$ cat config.mk
export PLATFORM = sky130hd
export DESIGN_NAME = is_uart_tx_fsm
export DESIGN_NICKNAME = d
export VERILOG_FILES = /design/src/rtl/is_uart_tx_fsm_pkg.sv /design/src/rtl/is_uart_tx_fsm.sv
export SDC_FILE = /design/constraint.sdc
export NUM_CORES = 1
export LEC_CHECK = 0
export ABC_AREA = 1
export CAP_MARGIN = 10
export CORE_MARGIN = 2
export CORE_UTILIZATION = 40
export CTS_BUF_LIST = sky130_fd_sc_hd__clkbuf_2 sky130_fd_sc_hd__clkbuf_4 sky130_fd_sc_hd__clkbuf_8
export DETAILED_ROUTE_END_ITERATION = 10
export GPL_TIMING_DRIVEN = 0
export PLACE_DENSITY_LB_ADDON = 0.08
export SLEW_MARGIN = 20
export SYNTH_ARGS = -nofsm -noshare
export SYNTH_HDL_FRONTEND = slang
export SYNTH_SLANG_ARGS = --single-unit
$ cat constraint.sdc
create_clock -name clk_i -period 3.3 [get_ports clk_i]
set_input_delay 0.66 -clock clk_i [delete_from_list [all_inputs] [get_ports clk_i]]
set_output_delay 0.66 -clock clk_i [all_outputs]
set_load 0.02 [all_outputs]
$ cat src/rtl/is_uart_tx_fsm_pkg.sv
`default_nettype none
// +--------------------------------------------------------------------+
// | is_pkg_uart_controller : shared UART controller types and helpers  |
// | Rev 1.0                                                            |
// +--------------------------------------------------------------------+
package is_pkg_uart_controller;

  localparam int UART_DATA_W   = 8;
  localparam int UART_MAX_STOP = 2;

  typedef enum logic [2:0] {
    PAR_NONE  = 3'd0,
    PAR_EVEN  = 3'd1,
    PAR_ODD   = 3'd2,
    PAR_MARK  = 3'd3,
    PAR_SPACE = 3'd4
  } parity_mode_t;

  typedef enum logic [2:0] {
    IDLE   = 3'd0,
    START  = 3'd1,
    DATA   = 3'd2,
    PARITY = 3'd3,
    STOP   = 3'd4
  } tx_state_t;

  // Parity over the low nbits of data; bits above nbits are ignored.
  function automatic logic parity_bit(parity_mode_t mode,
                                      logic [UART_DATA_W-1:0] data,
                                      int nbits);
    logic x;
    x = 1'b0;
    for (int i = 0; i < UART_DATA_W; i++) begin
      if (i < nbits) x = x ^ data[i];
    end
    case (mode)
      PAR_EVEN: return x;
      PAR_ODD:  return ~x;
      PAR_MARK: return 1'b1;
      default:  return 1'b0;
    endcase
  endfunction

endpackage
`default_nettype wire

$ cat src/rtl/is_uart_tx_fsm.sv
`default_nettype none
// +--------------------------------------------------------------------+
// | is_uart_tx_fsm : UART transmitter, one-entry hold reg + serialiser |
// | Rev 1.0                                                            |
// +--------------------------------------------------------------------+
module is_uart_tx_fsm
  import is_pkg_uart_controller::*;
#(
  parameter int           DATA_BITS   = 8,
  parameter int           STOP_BITS   = 2,
  parameter parity_mode_t PARITY_MODE = PAR_SPACE
) (
  input  logic       clk_i,
  input  logic       rstn_i,
  input  logic       tx_ce_i,
  input  logic [7:0] tx_data_i,
  input  logic       tx_valid_i,
  output logic       tx_ready_o,
  output logic       txd_o,
  output logic       tx_busy_o,
  output logic       tx_done_o,
  output logic       txct_r_o
);

  tx_state_t  r_state, w_state_nxt;
  logic [7:0] r_hold;
  logic       r_hold_valid, w_hold_valid_nxt;
  logic [7:0] r_shift, w_shift_nxt;
  logic [2:0] r_cnt, w_cnt_nxt;
  logic       r_txd, w_txd_nxt;
  logic       r_par, w_par_nxt;
  logic       r_done, w_done_nxt;
  logic       w_load;
  logic       w_accept;
  logic       w_last_data;
  logic       w_last_stop;
  logic       w_load_par;

  assign w_accept    = tx_valid_i & ~r_hold_valid;
  assign w_last_data = (r_cnt == 3'(DATA_BITS - 1));
  assign w_last_stop = (r_cnt == 3'(STOP_BITS - 1));
  assign w_load_par  = parity_bit(PARITY_MODE, r_hold, DATA_BITS);

  always_ff @(posedge clk_i or negedge rstn_i) begin
    if (!rstn_i) begin
      r_state      <= IDLE;
      r_hold       <= '0;
      r_hold_valid <= 1'b0;
      r_shift      <= '0;
      r_cnt        <= '0;
      r_txd        <= 1'b1;
      r_par        <= 1'b0;
      r_done       <= 1'b0;
    end else begin
      r_state      <= w_state_nxt;
      r_hold_valid <= w_hold_valid_nxt;
      r_shift      <= w_shift_nxt;
      r_cnt        <= w_cnt_nxt;
      r_txd        <= w_txd_nxt;
      r_par        <= w_par_nxt;
      r_done       <= w_done_nxt;
      if (w_accept) r_hold <= tx_data_i;
    end
  end

  always_comb begin
    w_state_nxt = r_state;
    case (r_state)
      IDLE:   if (tx_ce_i && r_hold_valid) w_state_nxt = START;
      START:  if (tx_ce_i) w_state_nxt = DATA;
      DATA:   if (tx_ce_i && w_last_data)
                w_state_nxt = (PARITY_MODE == PAR_NONE) ? STOP : PARITY;
      PARITY: if (tx_ce_i) w_state_nxt = STOP;
      STOP:   if (tx_ce_i && w_last_stop)
                w_state_nxt = r_hold_valid ? START : IDLE;
      default: w_state_nxt = IDLE;
    endcase
  end

  always_comb begin
    w_txd_nxt   = r_txd;
    w_shift_nxt = r_shift;
    w_cnt_nxt   = r_cnt;
    w_par_nxt   = r_par;
    w_done_nxt  = 1'b0;
    w_load      = 1'b0;
    case (r_state)
      IDLE: begin
        w_txd_nxt = 1'b1;
        if (tx_ce_i && r_hold_valid) w_load = 1'b1;
      end
      START: if (tx_ce_i) begin
        w_txd_nxt   = r_shift[0];
        w_shift_nxt = {1'b0, r_shift[7:1]};
        w_cnt_nxt   = '0;
      end
      DATA: if (tx_ce_i) begin
        if (w_last_data) begin
          w_txd_nxt = (PARITY_MODE == PAR_NONE) ? 1'b1 : r_par;
          w_cnt_nxt = '0;
        end else begin
          w_txd_nxt   = r_shift[0];
          w_shift_nxt = {1'b0, r_shift[7:1]};
          w_cnt_nxt   = r_cnt + 3'd1;
        end
      end
      PARITY: if (tx_ce_i) begin
        w_txd_nxt = 1'b1;
        w_cnt_nxt = '0;
      end
      STOP: if (tx_ce_i) begin
        if (w_last_stop) begin
          w_done_nxt = 1'b1;
          w_txd_nxt  = 1'b1;
          // A byte already waiting starts on this same tick: no idle gap.
          if (r_hold_valid) w_load = 1'b1;
        end else begin
          w_cnt_nxt = r_cnt + 3'd1;
        end
      end
      default: begin
        w_txd_nxt = 1'b1;
        w_cnt_nxt = '0;
      end
    endcase
    if (w_load) begin
      w_txd_nxt   = 1'b0;
      w_shift_nxt = r_hold;
      w_par_nxt   = w_load_par;
    end
    w_hold_valid_nxt = w_accept ? 1'b1 : (w_load ? 1'b0 : r_hold_valid);
  end

  assign tx_ready_o = ~r_hold_valid;
  assign txd_o      = r_txd;
  assign tx_busy_o  = (r_state != IDLE);
  assign txct_r_o   = (r_state == IDLE);
  assign tx_done_o  = r_done;

endmodule
`default_nettype wire

==> results by group <==
Floorplanning
  – Die height: 61.4 um
  – Starting Density: between 40 and 50%
  – Count of pins on the block boundary: 17
  – Total die area: 3770 um^2
  – Number of placement rows: 20
  – Core area: 3100 um^2
  – Width of the die: ~60 um

Global routing
  – Wire length of the first global-routing pass: roughly 4.5 mm
  – Via count of the first global-routing pass: slightly above 1k
  – Total routing resource utilization after global routing: 16.3%
  – Global-route congestion overflow total: 0
  – Number of antenna violations at the first check in global routing: 0
  – Maximum number of pins on one net before global-route repair: 26

Clocking
  – Deepest level of the CTS H-tree: 1
  – Root buffer cell: sky130_fd_sc_hd__clkbuf_4
  – Resized Gates After CTS: 0
  – CTS tree: yes
  – Clock buffers created by TritonCTS: 3
  – Buffer levels on the longest clock path: 2
  – Clock-pin transition on the worst setup and hold timing paths: about 0.14 ns
  – Post-CTS setup repair buffer count: 0
  – Total number of clock tree sinks: 25
  – Count of hold buffers inserted by post-cts repair: 0
  – Insertion delay of the later-clocked pin in the worst-skew pair: 0.31 ns

Timing
  – Maximum clock frequency: 411 MHz
  – Final cycle utilization of the critical path: 73.7%
  – RSZ-0062 raised after global routing: false
  – Final clock skew: approximately 0.010 ns
  – Total of endpoints with negative setup slack in the final report: 0
  – Worst Tran Pin Value: about 0.56 ns
  – Final critical-path required period: approximately 2.4 ns
  – Max Transition Viols Final: 0
  – Final hold violation count: 0
  – Relative slew slack: a little over three fifths
  – Setup TNS Final: 0 ns

Drt
  – Detail Route Antenna Nets: 0
  – DR iter-0 viols: 62
  – WL met2: 1.38 mm
  – Via total after detailed routing: around 1.0k
  – Wire length on met1: about 1.1 mm
  – Detail-routed via count per cell: between 4 and 5
  – Uppermost routed layer: met4
  – Amount of wire on met3 after detailed routing: approximately 84 um
  – First-pass DRT Iterations: 4
  – Final wirelength: between 2 and 3 mm
  – DR WL/cell: between 10 and 15 um
  – Detailed-route DRC error count: 0

Flow run
  – Reported max-cap violation count: 0

Pwr
  – Total leakage power: 0.771 nW
  – Final Power: roughly 1.5 mW
  – Power per cell area: between 900 and 1000 nW/um^2
  – Worst ir drop on vdd: 0.340 mV

Logic synthesis
  – Average cell area after synthesis: about 9 um^2
  – Yosys warns: 0
  – Syn nets: ~160
  – Fraction of the yosys area taken by sequential cells: 47.5%
  – Number of storage elements in the synthesis netlist: 25
  – Number of synthesized flops with an enable pin: 0
  – Netlist Area Pre-Place: 1320 um^2
  – Count of mapped cells out of synthesis: roughly 150
  – Dominant register cell in the synthesized netlist: sky130_fd_sc_hd__dfrtp_1
  – FFs w/ async S/R, synth: between 90% and 100%
  – Cell variety after synth: 26

Worst setup path
  – Setup crit start kind: register
  – WP data required: 2.64 ns
  – Class of the most critical setup path: register to primary output
  – Nature of the critical path endpoint: primary output
  – Max FO, Critical Path: 6
  – Flop2flop setup slack: 1.71 ns
  – Critical path arrival: between 1.5 and 2 ns

Layout
  – Number of diodes added for antenna fixing: 0
  – Most common cell after layout, fill and taps aside: sky130_fd_sc_hd__nand2_1
  – Commonest cells after routing, fill and taps aside: sky130_fd_sc_hd__nand2_1 (47), sky130_fd_sc_hd__dfrtp_1 (24), sky130_fd_sc_hd__clkdlybuf4s50_1 (15), sky130_fd_sc_hd__nand3_1 (13), sky130_fd_sc_hd__nand4_1 (9)
  – P&R area growth vs syn: 18.2%
  – Number of filler instances in the final layout: around 310
  – Final-stage net count: approximately 180
  – Share of final-layout standard cells stronger than drive strength 1: 20.5%

Worst hold path
  – Type of the tightest min-delay check: input port to asynchronous set/reset pin

Status
  – Outcome: complete, no violations

Place
  – Routability Congestion: between 0.8 and 0.9
  – Dpl hpwl: 1.96 mm
  – IO buf count: 16
critical path: stages (launching register included):
cell and delay (ns):
sky130_fd_sc_hd__dfrtp_1 0.49, sky130_fd_sc_hd__nor2_4 0.20, sky130_fd_sc_hd__nand2_2 0.11, sky130_fd_sc_hd__inv_1 0.06, sky130_fd_sc_hd__clkdlybuf4s50_1 0.59
logic make-up after synthesis:
kind of cell	synth area share [%]
flops	47.5
buf+inv	5.12
simple gates	33.6
mux	6.83
fa+ha+maj	2.85
compound gates	4.08
per-stage QoR:
stage,hold WS [ns],instances,utilization (%),setup slack (ns),instance area [um^2]
after CTS,0.327,210,50.2,0.842,1560
after detailed placement,0.468,206,49.3,1.13,1530
after global routing,0.343,210,50.2,0.756,1560
final,0.311,210,50.2,0.868,1560
after global placement,0.462,206,49.4,1.15,1530
after floorplan,0.364,146,-,1.70,1320
cell usage after synthesis, types with 2 or more instances:
library cell	instances	share of area [%]
sky130_fd_sc_hd__nand3_1	13	4.9
sky130_fd_sc_hd__nand3_2	2	1.5
sky130_fd_sc_hd__inv_1	8	2.3
sky130_fd_sc_hd__nand4_1	9	4.3
sky130_fd_sc_hd__ha_1	3	2.8
sky130_fd_sc_hd__nand2_1	47	13
sky130_fd_sc_hd__dfrtp_1	24	46
sky130_fd_sc_hd__mux2_2	8	6.8
sky130_fd_sc_hd__nand2_4	2	1.7
sky130_fd_sc_hd__nand2_2	5	2.4
sky130_fd_sc_hd__inv_2	5	1.4
sky130_fd_sc_hd__o21ai_1	6	2.3
sequential cells by signal, indices dropped and copies added, names as in the netlist:
signal	count
r_hold	8
r_shift	8
r_cnt	3
r_state	3
r_hold_valid	1
tx_done_o	1
txd_o	1
where the power goes:
group	total (mW)	internal (mW)	leakage [nW]	switching, mW
clock network	0.144	0.0553	0.0184	0.0883
logic	0.815	0.321	0.438	0.495
registers	0.538	0.437	0.315	0.101
final cells by class:
class / instances / area (um^2) / area share (%)
Tap cell: 44 / 55.1 / 3.53
Timing Repair Buffer: 16 / 155 / 9.95
Clock buffer: 4 / 30.0 / 1.93
Inverter: 13 / 48.8 / 3.13
Multi-Input combinational cell: 106 / 624 / 40.0
Sequential cell: 25 / 627 / 40.2
Buffer: 2 / 18.8 / 1.20
routing by layer:
metal	vias to the layer above	global-route usage, %
met3	2	2.52
li1	525	-
met1	483	19.0
met4	0	6.99
met5	-	0
met2	19	29.5
path summary, 6_finish.rpt:
path                       startpoint          to  cells after the start
min                            rstn_i  r_state[2]                      1
min reg2reg                r_shift[5]  r_shift[5]                      2
min in group clk_i         r_shift[5]  r_shift[5]                      2
max in group asynchronous      rstn_i   r_hold[4]                      1
max                        r_state[0]    txct_r_o                      4
max reg2reg                  r_cnt[0]  r_shift[0]                     10
Note: power is estimated with default switching activity, not from simulation.
